[config.mk]
export PLATFORM = sky130hd
export DESIGN_NAME = range_scan_ctrl_flat
export DESIGN_NICKNAME = d
export VERILOG_FILES = /design/src/rtl/range_scan_pkg.sv /design/src/rtl/range_scan_ctrl_if.sv /design/src/rtl/range_cmp.sv /design/src/rtl/range_scan_ctrl.sv /design/src/flat_wrapper.sv
export SDC_FILE = /design/constraint.sdc
export NUM_CORES = 1
export LEC_CHECK = 0
export BUFFER_PORTS_ARGS = -buffer_cell sky130_fd_sc_hd__buf_2
export CORE_ASPECT_RATIO = 1.4
export CORE_UTILIZATION = 49
export DETAILED_ROUTE_END_ITERATION = 8
export GPL_ROUTABILITY_DRIVEN = 0
export MAX_ROUTING_LAYER = met4
export PLACE_DENSITY = 0.86
export SLEW_MARGIN = 0
export SYNTH_ARGS = -nofsm -noshare
export SYNTH_HDL_FRONTEND = slang
export SYNTH_SLANG_ARGS = --single-unit
[constraint.sdc]
create_clock -name clk -period 5.18 [get_ports clk]
set_input_delay 0.777 -clock clk [delete_from_list [all_inputs] [get_ports clk]]
set_output_delay 0.777 -clock clk [all_outputs]
set_load 0.01 [all_outputs]
[src/rtl/range_scan_pkg.sv]
// Shared types and helpers for the range_scan_ctrl slice.
package range_scan_pkg;

  typedef enum logic [0:0] {
    IDLE = 1'b0,
    SCAN = 1'b1
  } scan_state_t;

  function automatic int unsigned ptr_w(input int unsigned n);
    return unsigned'($clog2(n));
  endfunction

  // Fixed-point word to real, scaled by 2**e; diagnostic printing only.
  function automatic real fx_to_real(input logic signed [63:0] v, input int e);
    return real'(v) * (2.0 ** e);
  endfunction

endpackage

[src/rtl/range_scan_ctrl_if.sv]
// Fault-record valid/ready channel between range_scan_ctrl and its consumer.
interface range_scan_ctrl_if #(
  parameter int unsigned CH_W  = 2,
  parameter int unsigned WIDTH = 16
);
  logic             fault_valid;
  logic             fault_ready;
  logic [CH_W-1:0]  fault_ch;
  logic [WIDTH-1:0] fault_val;

  modport master (output fault_valid, output fault_ch, output fault_val, input fault_ready);
  modport slave  (input fault_valid, input fault_ch, input fault_val, output fault_ready);
endinterface

[src/rtl/range_cmp.sv]
// Shared signed inclusive-window comparator, purely combinational.
module range_cmp #(
  parameter int unsigned WIDTH = 16
) (
  input  logic signed [WIDTH-1:0] val,
  input  logic signed [WIDTH-1:0] lo,
  input  logic signed [WIDTH-1:0] hi,
  output logic                    out_of_range
);
  assign out_of_range = (val < lo) || (val > hi);
endmodule

[src/rtl/range_scan_ctrl.sv]
// Round-robin range checker: one comparator scans N_CH channels, sticky flags, fault record.
// Optional macro RANGE_SCAN_CTRL_FATAL_EN: print each violation and end simulation.
module range_scan_ctrl
  import range_scan_pkg::*;
#(
  parameter int unsigned N_CH     = 4,
  parameter int unsigned WIDTH    = 16,
  parameter int          EXPONENT = -8,
  parameter int unsigned DROP_W   = 8
) (
  input  logic                    clk,
  input  logic                    rst_n,
  input  logic                    en,
  input  logic                    clear,
  input  logic [N_CH*WIDTH-1:0]   in_flat,
  input  logic signed [WIDTH-1:0] lo,
  input  logic signed [WIDTH-1:0] hi,
  output logic [N_CH-1:0]         viol_flags,
  range_scan_ctrl_if.master       fault,
  output logic [DROP_W-1:0]       drop_cnt,
  output logic                    scan_done,
  output logic                    cfg_err
);

  localparam int unsigned CH_W = ptr_w(N_CH);

  if (N_CH < 2 || EXPONENT < -60 || EXPONENT > 60) begin : g_param_err
    $error("range_scan_ctrl: unsupported N_CH or EXPONENT");
  end

  scan_state_t             r_state, w_state_nxt;
  logic [CH_W-1:0]         r_ptr, w_ptr_nxt;
  logic                    r_done, w_done_nxt;
  logic [N_CH-1:0]         r_flags, w_flags_nxt;
  logic                    r_fv, w_fv_nxt;
  logic [CH_W-1:0]         r_fch, w_fch_nxt;
  logic [WIDTH-1:0]        r_fval, w_fval_nxt;
  logic [DROP_W-1:0]       r_drop, w_drop_nxt;

  logic signed [WIDTH-1:0] w_ch [N_CH];
  logic signed [WIDTH-1:0] w_val;
  logic                    w_oor;
  logic                    w_viol;
  logic                    w_last;
  logic                    w_accept;
  logic                    w_slot_free;

  for (genvar k = 0; k < N_CH; k++) begin : g_ch
    assign w_ch[k] = in_flat[k*WIDTH +: WIDTH];
  end

  assign w_val = w_ch[r_ptr];

  range_cmp #(.WIDTH(WIDTH)) u_cmp (
    .val          (w_val),
    .lo           (lo),
    .hi           (hi),
    .out_of_range (w_oor)
  );

  // An inverted window would flag everything, so checks are suppressed while it is invalid.
  assign cfg_err     = lo > hi;
  assign w_viol      = (r_state == SCAN) && !cfg_err && w_oor;
  assign w_last      = r_ptr == CH_W'(N_CH - 1);
  assign w_accept    = r_fv && fault.fault_ready;
  assign w_slot_free = !r_fv || w_accept || clear;

  always_comb begin
    w_state_nxt = r_state;
    w_ptr_nxt   = r_ptr;
    w_done_nxt  = 1'b0;
    w_flags_nxt = clear ? '0 : r_flags;
    w_fv_nxt    = r_fv && !w_accept && !clear;
    w_fch_nxt   = r_fch;
    w_fval_nxt  = r_fval;
    w_drop_nxt  = clear ? '0 : r_drop;

    unique case (r_state)
      IDLE: if (en && !cfg_err) w_state_nxt = SCAN;
      SCAN: begin
        w_ptr_nxt  = w_last ? '0 : r_ptr + CH_W'(1);
        w_done_nxt = w_last;
        if (w_last && (!en || cfg_err)) w_state_nxt = IDLE;
      end
      default: w_state_nxt = IDLE;
    endcase

    // Same-cycle violation beats clear and a completing handshake.
    if (w_viol) begin
      w_flags_nxt[r_ptr] = 1'b1;
      if (w_slot_free) begin
        w_fv_nxt   = 1'b1;
        w_fch_nxt  = r_ptr;
        w_fval_nxt = w_val;
      end else if (w_drop_nxt != '1) begin
        w_drop_nxt = w_drop_nxt + DROP_W'(1);
      end
    end
  end

  always_ff @(posedge clk or negedge rst_n) begin
    if (!rst_n) begin
      r_state <= IDLE;
      r_ptr   <= '0;
      r_done  <= 1'b0;
      r_flags <= '0;
      r_fv    <= 1'b0;
      r_fch   <= '0;
      r_fval  <= '0;
      r_drop  <= '0;
    end else begin
      r_state <= w_state_nxt;
      r_ptr   <= w_ptr_nxt;
      r_done  <= w_done_nxt;
      r_flags <= w_flags_nxt;
      r_fv    <= w_fv_nxt;
      r_fch   <= w_fch_nxt;
      r_fval  <= w_fval_nxt;
      r_drop  <= w_drop_nxt;
    end
  end

  assign viol_flags        = r_flags;
  assign scan_done         = r_done;
  assign drop_cnt          = r_drop;
  assign fault.fault_valid = r_fv;
  assign fault.fault_ch    = r_fch;
  assign fault.fault_val   = r_fval;

`ifdef RANGE_SCAN_CTRL_FATAL_EN
  always_ff @(posedge clk) begin
    if (rst_n && w_viol) begin
      $display("range_scan_ctrl: ch %0d value %f outside [%f, %f]", r_ptr,
               fx_to_real(64'(w_val), EXPONENT), fx_to_real(64'(lo), EXPONENT),
               fx_to_real(64'(hi), EXPONENT));
      $finish;
    end
  end
`endif

endmodule

[src/flat_wrapper.sv]
// flat-port wrapper written by rule: the top's interface ports become plain ports
module range_scan_ctrl_flat import range_scan_pkg::*;
#(
  parameter int unsigned N_CH     = 4,
  parameter int unsigned WIDTH    = 16,
  parameter int          EXPONENT = -8,
  parameter int unsigned DROP_W   = 8
)
  (clk, rst_n, en, clear, in_flat, lo, hi, viol_flags, drop_cnt, scan_done, cfg_err, fault_fault_valid, fault_fault_ch, fault_fault_val, fault_fault_ready);
  range_scan_ctrl_if #(.CH_W(2), .WIDTH(WIDTH)) fault_i ();
  input  logic clk;
  input  logic rst_n;
  input  logic en;
  input  logic clear;
  input  logic [N_CH*WIDTH-1:0] in_flat;
  input  logic signed [WIDTH-1:0] lo;
  input  logic signed [WIDTH-1:0] hi;
  output logic [N_CH-1:0] viol_flags;
  output logic [DROP_W-1:0] drop_cnt;
  output logic scan_done;
  output logic cfg_err;
  output wire logic [$bits(fault_i.fault_valid)-1:0] fault_fault_valid;
  output wire logic [$bits(fault_i.fault_ch)-1:0] fault_fault_ch;
  output wire logic [$bits(fault_i.fault_val)-1:0] fault_fault_val;
  input wire logic [$bits(fault_i.fault_ready)-1:0] fault_fault_ready;
  assign fault_fault_valid = fault_i.fault_valid;
  assign fault_fault_ch = fault_i.fault_ch;
  assign fault_fault_val = fault_i.fault_val;
  assign fault_i.fault_ready = fault_fault_ready;
  range_scan_ctrl #(.N_CH(N_CH), .WIDTH(WIDTH), .EXPONENT(EXPONENT), .DROP_W(DROP_W)) u_core (.clk(clk), .rst_n(rst_n), .en(en), .clear(clear), .in_flat(in_flat), .lo(lo), .hi(hi), .viol_flags(viol_flags), .fault(fault_i), .drop_cnt(drop_cnt), .scan_done(scan_done), .cfg_err(cfg_err));
endmodule
==> results of run 1 <==
-- cell usage in the layout (no fill, tap or decap), types with 8 or more instances in the layout --
cell / instances
dfrtp_1: 35
nor2_1: 8
mux2_2: 9
nand4_1: 12
buf_2: 133
a21oi_1: 12
mux4_2: 16
mux2_4: 10
inv_1: 42
nand2_1: 13
o21ai_0: 9
ha_1: 52
-- cells by family (layout without fill, tap and decap cells) --
| group | Yosys count | count (layout) | synth area share |
|---|---|---|---|
| and+or+nand+nor | 65 | 65 | 0.118 |
| adders and majority gates | 52 | 52 | 0.208 |
| AOI/OAI and AO/OA | 52 | 52 | 0.112 |
| buffers and inverters | 52 | 188 | 0.0673 |
| muxes | 38 | 38 | 0.205 |
| DFF | 35 | 35 | 0.280 |
| xor gates and xnor gates | 3 | 3 | 0.00841 |
-- worst register-to-register path, stage by stage, from the launching register on --
cell      delay [ns]
dfrtp_1         0.81
buf_4           0.29
mux4_2          0.56
ha_1            0.35
nand4_1         0.15
a211oi_1        0.26
o31ai_1         0.13
a21o_1          0.17
a32oi_1         0.77
nor4b_4         0.09
buf_4           0.27
mux2_4          0.33
-- worst paths after layout --
check | from | to | slack, ns | cells past startpoint
setup / recovery | u_core.r_ptr[0]$_DFFE_PN0P_ | u_core.fault.fault_val[8]$_DFFE_PN0P_ | 0.90 | 11
hold / removal | u_core.fault.fault_val[12]$_DFFE_PN0P_ | u_core.fault.fault_val[12]$_DFFE_PN0P_ | 0.51 | 1
setup reg to reg | u_core.r_ptr[0]$_DFFE_PN0P_ | u_core.fault.fault_val[8]$_DFFE_PN0P_ | 0.90 | 11
hold reg to reg | u_core.fault.fault_val[12]$_DFFE_PN0P_ | u_core.fault.fault_val[12]$_DFFE_PN0P_ | 0.51 | 1
max in group asynchronous | rst_n | u_core.fault.fault_val[5]$_DFFE_PN0P_ | 4.12 | 1
min in group asynchronous | rst_n | u_core.viol_flags[3]$_DFF_PN0_ | 0.57 | 1
-- metal layers --
metal  vias to the layer above  global-route usage
met5                         -                   -
met4                         0              0.0935
met3                        15              0.0415
met2                       132               0.458
met1                      1358               0.301
li1                       1372                   -
-- cell type report --
cell class / count / area share
Multi-Input combinational cell: 210 / 0.514
Sequential cell: 35 / 0.221
Timing Repair Buffer: 137 / 0.175
Inverter: 43 / 0.0407
Clock buffer: 7 / 0.0243
Tap cell: 72 / 0.0227
Clock inverter: 1 / 0.00189
-- per-stage QoR --
stage | area [um^2] | std cells
finish | 3970 | 505
floorplan | 3130 | 297
global route | 3970 | 505
global placement | 3860 | 497
CTS | 3970 | 505
detailed placement | 3860 | 497
-- registers in the layout, summed over array words and instances (netlist names) --
name                      count
u_core.drop_cnt               8
u_core.fault.fault_ch         2
u_core.fault.fault_val       16
u_core.fault.fault_valid      1
u_core.r_ptr                  2
u_core.r_state                1
u_core.scan_done              1
u_core.viol_flags             4
-- power by group --
part	internal (W)	switching [W]
logic	0.000520	0.000485
clock network	0.000121	0.000102
registers	0.000373	0.000119
==> results by group, run 1 <==
Logic synthesis
  – Yosys warning total: 0
  – Most common cell in the netlist: ha_1
  – #FFs+latches synth: 35
  – Ys flop type: dfrtp_1
  – Most frequent cells after synthesis: ha_1, inv_1, dfrtp_1, mux4_2, nand2_1
  – Syn_nets: 450
  – Mean area per synthesized cell: 10.5 um^2
  – Yosys cell types: 46
  – Asr flop ratio synth: 1.00
  – Mapped cell area: ~3100 um^2
  – Synthesized instance count: roughly 300
  – Top-area cell type share of the netlist area: 0.280
  – EDFF count, synth: 0
  – Sequential fraction of the synthesis area: 0.280
  – Yosys top cell by area: dfrtp_1
  – Largest cells by area after synthesis: dfrtp_1, ha_1, mux4_2

Die
  – Die span in x: 69.5 um
  – Total core area: between 6000 and 7000 um^2
  – Num rows: 34
  – Die area: 6710 um^2
  – IO Pins: 134
  – Initial Util: 0.507
  – Die Ht: 96.5 um

GRT
  – Initial antenna violation count: 0
  – All-Layer GR Usage: 0.259
  – Global-route wire length before repair: 13300 um
  – Gr ovfl total: 0
  – Pin count of the biggest net entering global routing: 36
  – Number of global-route vias before repair: 2915

Detailed routing
  – Post-route DRC: 0
  – DR vias: approximately 2900
  – WL/cell: 16.3 um
  – Total routed wirelength: 8250 um
  – Detail-routed via count per cell: 5.70
  – Initial DRC count: 112
  – TritonRoute pass-1 iters: 5
  – ANT nets after route: 0
  – Max layer used: met4
  – DR WL met3: 553 um
  – Metal-1 WL: 3210 um
  – WL met2: between 4000 and 5000 um

Cells and area
  – Share of cells above drive strength 1: 0.430
  – Post-layout util: 0.643
  – Multi-input gate area: 2040 um^2
  – Seq. cell area: 876 um^2
  – Area growth syn-to-layout: 26.9%
  – Number of fill cells: around 500
  – Final nets: 585
  – Antenna diode count: 0

Timing
  – RSZ-0062 raised after global routing: false
  – Final setup fails: 0
  – Final Hold Fails: 0
  – Setup slack after layout: 0.904 ns
  – Worst Max-Slew Pin Slew: between 1 and 1.5 ns
  – Max Slew Vio Count: 0
  – Slew HR: 0.290
  – Setup TNS: 0 ns
  – Setup skew after layout: 0.00456 ns
  – Min Tclk post-route: between 4 and 5 ns
  – Fmax achieved: ~0.23 GHz
  – Fin crit share: 0.826
  – Fin Hold WS: 0.515 ns

CTS
  – Worst skew pair latency: 0.28 ns
  – Clk Tree Root Cell: clkbuf_8
  – CTS tree: built
  – CTS Buffer Depth: 2
  – H-tree depth: 2
  – Post-CTS Hold Fix Bufs: 0
  – Worst-path clk slew: 0.07 ns
  – PostCTS Resize Cnt: 0
  – CTS buffer count: 5
  – Post-CTS setup buffer count: 0
  – Clock sink count: 35

Worst setup path
  – CP Class: reg2reg
  – Most used cell, CP: buf_4
  – CP max stage delay: approximately 0.8 ns
  – Required @ worst endpoint: 5.35 ns
  – Largest delay share family, worst path: compound AO/OA/AOI/OAI gates
  – Max FO, Critical Path: 18
  – Worst Path Arrival: 4.44 ns
  – CP Launch Type: flop
  – CP Cell Sequence: buf_4 > mux4_2 > ha_1 > nand4_1 > a211oi_1 > o31ai_1 > a21o_1 > a32oi_1 > nor4b_4 > buf_4 > mux2_4
  – Critical path capture point type: flop
  – Max stage delay cell, worst path: dfrtp_1
  – WP buf/inv: 2

Placed design
  – Worst slack, placed: 0.906 ns
  – Hpwl dp: between 6000 and 7000 um
  – IO Port Bufs: 133

Min path
  – Worst Hold Class: reg2reg

Run status
  – Status: finished clean

Pwr
  – Maximum VDD drop: around 0.00024 V
  – Pwr Density: ~430 nW/um^2
  – Leak: ~2.2 nW
  – Total Power: 0.00172 W

Flow run
  – Max Cap Viol: 0
No activity file was read; power rests on OpenSTA's default activity.
==> run 2, diff against run 1 <==
==> constraint.sdc (replaced) <==
create_clock -name clk -period 4.29 [get_ports clk]
set_input_delay 0.6435 -clock clk [delete_from_list [all_inputs] [get_ports clk]]
set_output_delay 0.6435 -clock clk [all_outputs]
set_load 0.01 [all_outputs]
==> results by group, run 2 (synthesis gave the netlist of run 1 again) <==
Detailed routing
  – DR WL met3: 412 um
  – WL met2: 4460 um
  – Post-route DRC: 0
  – Total routed wirelength: 8320 um
  – WL/cell: between 15 and 20 um
  – Detail-routed via count per cell: ~5.8
  – Initial DRC count: 100
  – ANT nets after route: 0
  – DR vias: 2912
  – Max layer used: met4
  – TritonRoute pass-1 iters: 4
  – Metal-1 WL: 3120 um

Pwr
  – Seq pwr share: 0.268
  – Internal power: around 0.0013 W
  – Clock group share of total power: 0.146
  – Net Switching: 0.000860 W
  – Maximum VDD drop: 0.000348 V
  – Switching share of power: 0.403
  – Pwr Density: 535 nW/um^2
  – Leak: 2.18 nW
  – Combinational power share: 0.586

Timing
  – Max Slew Vio Count: 0
  – Slew HR: 0.302
  – Fmax achieved: around 0.25 GHz
  – Setup skew after layout: 0.00832 ns
  – Final Hold Fails: 0
  – Setup TNS: 0 ns
  – RSZ-0062 raised after global routing: false
  – Fin crit share: 0.935
  – Min Tclk post-route: approximately 4.0 ns
  – Worst Max-Slew Pin Slew: 1.05 ns
  – Final setup fails: 0

GRT
  – Initial antenna violation count: 0
  – Pin count of the biggest net entering global routing: 36
  – Number of global-route vias before repair: 3101
  – Gr ovfl total: 0
  – All-Layer GR Usage: 0.266
  – Global-route wire length before repair: 13600 um

Worst setup path
  – Required @ worst endpoint: roughly 4.5 ns
  – Worst R2R End: u_core.fault.fault_val[10]$_DFFE_PN0P_
  – Worst r2r src: u_core.r_ptr[1]$_DFFE_PN0P_
  – CP Launch Type: flop
  – Critical path capture point type: flop
  – CP max stage delay: 0.90 ns
  – CP Cell Sequence: mux4_2 > ha_1 > a21oi_1 > o21ai_0 > o31ai_1 > a41oi_1 > a32oi_1 > nor4b_4 > buf_4 > mux2_4
  – Reg2reg setup slack: 0.28 ns
  – Max FO, Critical Path: 20
  – CP Class: reg2reg
  – Reg2reg path depth: 10
  – Worst Path Arrival: about 4.2 ns
  – Max stage delay cell, worst path: dfrtp_1

Die
  – Die Ht: 96.5 um
  – Initial Util: 0.507
  – IO Pins: 134
  – Die span in x: around 70 um
  – Total core area: 6170 um^2
  – Num rows: 34
  – Die area: 6710 um^2

Placed design
  – Hpwl dp: 7050 um
  – IO Port Bufs: 133

Cells and area
  – Area growth syn-to-layout: 27.7%
  – Final nets: between 500 and 600
  – Commonest cells after routing, fill and taps aside: buf_2, ha_1, inv_1, dfrtp_1, mux4_2
  – Post-layout util: 0.647
  – Largest register FFs: 16
  – Share of cells above drive strength 1: 0.431
  – Most common cell after layout, fill and taps aside: buf_2
  – Number of fill cells: ~510
  – Antenna diode count: 0

Flow run
  – Max Cap Viol: 0

CTS
  – CTS Buffer Depth: 2
  – Worst-path clk slew: 0.07 ns
  – Worst skew pair latency: roughly 0.28 ns
  – Post-CTS setup buffer count: 0
  – Clock sink count: 35
  – CTS tree: built
  – H-tree depth: 2
  – CTS buffer count: 5
  – Post-CTS Hold Fix Bufs: 0
  – PostCTS Resize Cnt: 0
  – Clk Tree Root Cell: clkbuf_8

Run status
  – Status: finished clean

Min path
  – Worst Hold Class: in2async
## run 2: power by group through the flow
stage               clock (W)  sequential, W  combinational, W
floorplan                   0       0.000569          0.000863
global placement            0       0.000573           0.00119
detailed placement          0       0.000572           0.00125
CTS                  0.000318       0.000569           0.00125
global route         0.000334       0.000586           0.00138
finish               0.000312       0.000572           0.00125
## run 2: routing by layer
metal,vias up,GRT usage
li1,1373,-
met1,1378,0.282
met2,126,0.485
met3,35,0.0384
met4,0,0.139
met5,-,-
## run 2: metrics by stage
step,power [W],setup WS (ns),instances,cell area (um^2),hold slack (ns)
2_1_floorplan,0.00143,0.447,297,3130,0.348
3_3_place_gp,0.00176,0.452,498,3870,0.490
4_1_cts,0.00214,0.317,506,3990,0.445
3_5_place_dp,0.00182,0.338,498,3870,0.496
5_1_grt,0.00230,0.0663,506,3990,0.488
6_report,0.00214,0.280,506,3990,0.427
## run 2: how the worst max path moves through the flow
stage | from | endpoint | slack, ns | cells past startpoint
global placement | u_core.r_ptr[1]$_DFFE_PN0P_ | u_core.fault.fault_val[9]$_DFFE_PN0P_ | 0.45 | 10
global route | u_core.r_ptr[1]$_DFFE_PN0P_ | u_core.fault.fault_valid$_DFF_PN0_ | 0.07 | 9
finish | u_core.r_ptr[1]$_DFFE_PN0P_ | u_core.fault.fault_val[10]$_DFFE_PN0P_ | 0.28 | 10
floorplan | u_core.r_ptr[0]$_DFFE_PN0P_ | u_core.fault.fault_val[10]$_DFFE_PN0P_ | 0.45 | 12
detailed placement | u_core.r_ptr[1]$_DFFE_PN0P_ | u_core.fault.fault_val[12]$_DFFE_PN0P_ | 0.34 | 9
CTS | u_core.r_ptr[1]$_DFFE_PN0P_ | u_core.fault.fault_val[12]$_DFFE_PN0P_ | 0.32 | 9
## run 2: layout make-up
type	instances	area (um^2)	area share
Timing Repair Buffer	138	703	0.176
Clock inverter	2	38.8	0.00972
Clock buffer	6	82.6	0.0207
Multi-Input combinational cell	210	2040	0.511
Tap cell	72	90.1	0.0226
Inverter	43	161	0.0404
Sequential cell	35	876	0.219
## run 2: critical path, delay by kind of cell, from the launching register on
| family | cells | cell delay [ns] |
|---|---|---|
| compound gates | 5 | 1.55 |
| flops | 1 | 0.90 |
| mux | 2 | 0.78 |
| fa+ha+maj | 1 | 0.32 |
| buf+inv | 1 | 0.24 |
| simple gates | 1 | 0.09 |
==> run 3, diff against run 2 <==
--- a/config.mk
+++ b/config.mk
@@ -6,10 +6,10 @@
 export NUM_CORES = 1
 export LEC_CHECK = 0
 export BUFFER_PORTS_ARGS = -buffer_cell sky130_fd_sc_hd__buf_2
-export CORE_ASPECT_RATIO = 1.4
 export CORE_UTILIZATION = 49
 export DETAILED_ROUTE_END_ITERATION = 8
 export GPL_ROUTABILITY_DRIVEN = 0
+export GPL_TIMING_DRIVEN = 1
 export MAX_ROUTING_LAYER = met4
 export PLACE_DENSITY = 0.86
 export SLEW_MARGIN = 0
==> results by group, run 3 (synthesis gave the netlist of run 1 again) <==
Placed design
  – IO Port Bufs: 133
  – Hpwl dp: 6660 um
  – Placed cell area: slightly below 4000 um^2

Pwr
  – Internal power: approximately 0.0012 W
  – Clock group share of total power: 0.115
  – Maximum VDD drop: 0.000346 V
  – Pwr Density: 510 nW/um^2
  – Combinational power share: 0.606
  – Switching share of power: 0.408
  – Seq pwr share: 0.278
  – Net Switching: 0.000823 W
  – Leak: 2.15 nW

CTS
  – Worst skew pair latency: 0.29 ns
  – H-tree depth: 2
  – PostCTS Resize Cnt: 0
  – CTS buffer count: 5
  – Post-CTS setup buffer count: 0
  – CTS tree: built
  – CTS Buffer Depth: 2
  – Clock sink count: 35
  – Clk Tree Root Cell: clkbuf_8
  – Post-CTS Hold Fix Bufs: 0
  – Worst-path clk slew: 0.07 ns

Worst setup path
  – Critical path capture point type: flop
  – Reg2reg setup slack: around 0.33 ns
  – Reg2reg path depth: 10
  – Crit path launch: u_core.r_ptr[1]$_DFFE_PN0P_
  – Required @ worst endpoint: between 4 and 5 ns
  – Worst Path Arrival: 4.13 ns
  – CP Class: reg2reg
  – CP Launch Type: flop
  – Max FO, Critical Path: 20
  – Worst R2R End: u_core.fault.fault_val[10]$_DFFE_PN0P_
  – Worst r2r src: u_core.r_ptr[1]$_DFFE_PN0P_

Timing
  – Fin crit share: 0.923
  – Final setup fails: 0
  – Final Hold Fails: 0
  – Setup skew after layout: around 0.0073 ns
  – RSZ-0062 raised after global routing: false
  – Setup TNS: 0 ns
  – Worst Max-Slew Pin Slew: 0.991 ns
  – Max Slew Vio Count: 0
  – Slew HR: 0.339
  – Fmax achieved: 0.252 GHz
  – Min Tclk post-route: 3.96 ns

Detailed routing
  – ANT nets after route: 0
  – Total routed wirelength: 7840 um
  – WL/cell: 15.4 um
  – TritonRoute pass-1 iters: 4
  – Detail-routed via count per cell: roughly 5.6
  – Post-route DRC: 0
  – DR vias: 2839
  – Initial DRC count: 163

Cells and area
  – Post-layout util: 0.656
  – Antenna diode count: 0
  – Most common cell after layout, fill and taps aside: buf_2
  – Largest register FFs: 16
  – Final Cell Area: 3950 um^2
  – Share of cells above drive strength 1: 0.427
  – Area growth syn-to-layout: 26.4%
  – Commonest cells after routing, fill and taps aside: buf_2, ha_1, inv_1, dfrtp_1, mux4_2
  – Final nets: roughly 590

Run status
  – Status: finished clean

Die
  – Num rows: 28
  – Die area: 6700 um^2
  – Die Ht: 81.9 um
  – IO Pins: 134
  – Die span in x: approximately 82 um
  – Total core area: 6030 um^2
  – Initial Util: 0.519

GRT
  – Number of global-route vias before repair: 2759
  – Initial antenna violation count: 0
  – Pin count of the biggest net entering global routing: 36
  – Global-route wire length before repair: between 10000 and 15000 um
  – All-Layer GR Usage: 0.244
  – Gr ovfl total: 0

Flow run
  – Max Cap Viol: 0

Min path
  – Worst Hold Class: in2async
-- run 3: cell types whose count changed in the layout (fill, tap and decap cells not counted), sizes merged --
cell	change
buf	-1
clkinv	+1
bufinv	-1
inv	-1
clkinvlp	+1
-- run 3: worst max path at each step --
stage                                        endpoint  slack, ns
2_1_floorplan  u_core.fault.fault_val[10]$_DFFE_PN0P_       0.45
3_3_place_gp    u_core.fault.fault_val[7]$_DFFE_PN0P_       0.50
3_5_place_dp    u_core.fault.fault_val[6]$_DFFE_PN0P_       0.34
4_1_cts        u_core.fault.fault_val[10]$_DFFE_PN0P_       0.32
5_1_grt        u_core.fault.fault_val[13]$_DFFE_PN0P_       0.17
6_report       u_core.fault.fault_val[10]$_DFFE_PN0P_       0.33
-- run 3: layout make-up --
class / count / area (um^2)
multi-input combinational: 210 / 2040
sequential: 35 / 876
fill: 503 / 2070
clock inverter: 2 / 12.5
clock buffer: 6 / 72.6
timing repair buffer: 137 / 696
tap: 75 / 93.8
inverter: 43 / 161
-- run 3: per-stage QoR --
step	cells	hold slack, ns	setup slack, ns	total power, W
finish	508	0.424	0.328	0.00202
global route	508	0.487	0.167	0.00217
global placement	500	0.496	0.497	0.00174
CTS	508	0.450	0.324	0.00202
floorplan	297	0.348	0.447	0.00143
detailed placement	500	0.491	0.339	0.00179
-- run 3: critical path: stages (launching register included) --
cell and delay (ns):
dfrtp_1 0.86, mux4_2 0.46, ha_1 0.34, nand4_1 0.17, a211oi_1 0.29, o31ai_1 0.14, a21o_1 0.17, a32oi_1 0.72
nor4b_4 0.09, buf_4 0.27, mux2_4 0.32
-- run 3: power by group through the flow --
| stage | Combinational [W] | Clock (W) | Sequential, W |
|---|---|---|---|
| after CTS | 0.00123 | 0.000233 | 0.000560 |
| after floorplan | 0.000863 | 0 | 0.000569 |
| final | 0.00122 | 0.000232 | 0.000561 |
| after global routing | 0.00134 | 0.000251 | 0.000578 |
| after detailed placement | 0.00122 | 0 | 0.000564 |
| after global placement | 0.00117 | 0 | 0.000566 |
-- run 3: per-layer routing --
| layer | up-vias | global-route usage | part of all wire |
|---|---|---|---|
| met4 | 0 | 0.0772 | 0.016 |
| met5 | - | - | 0 |
| met1 | 1317 | 0.281 | 0.40 |
| li1 | 1370 | - | - |
| met3 | 14 | 0.0322 | 0.069 |
| met2 | 138 | 0.437 | 0.51 |
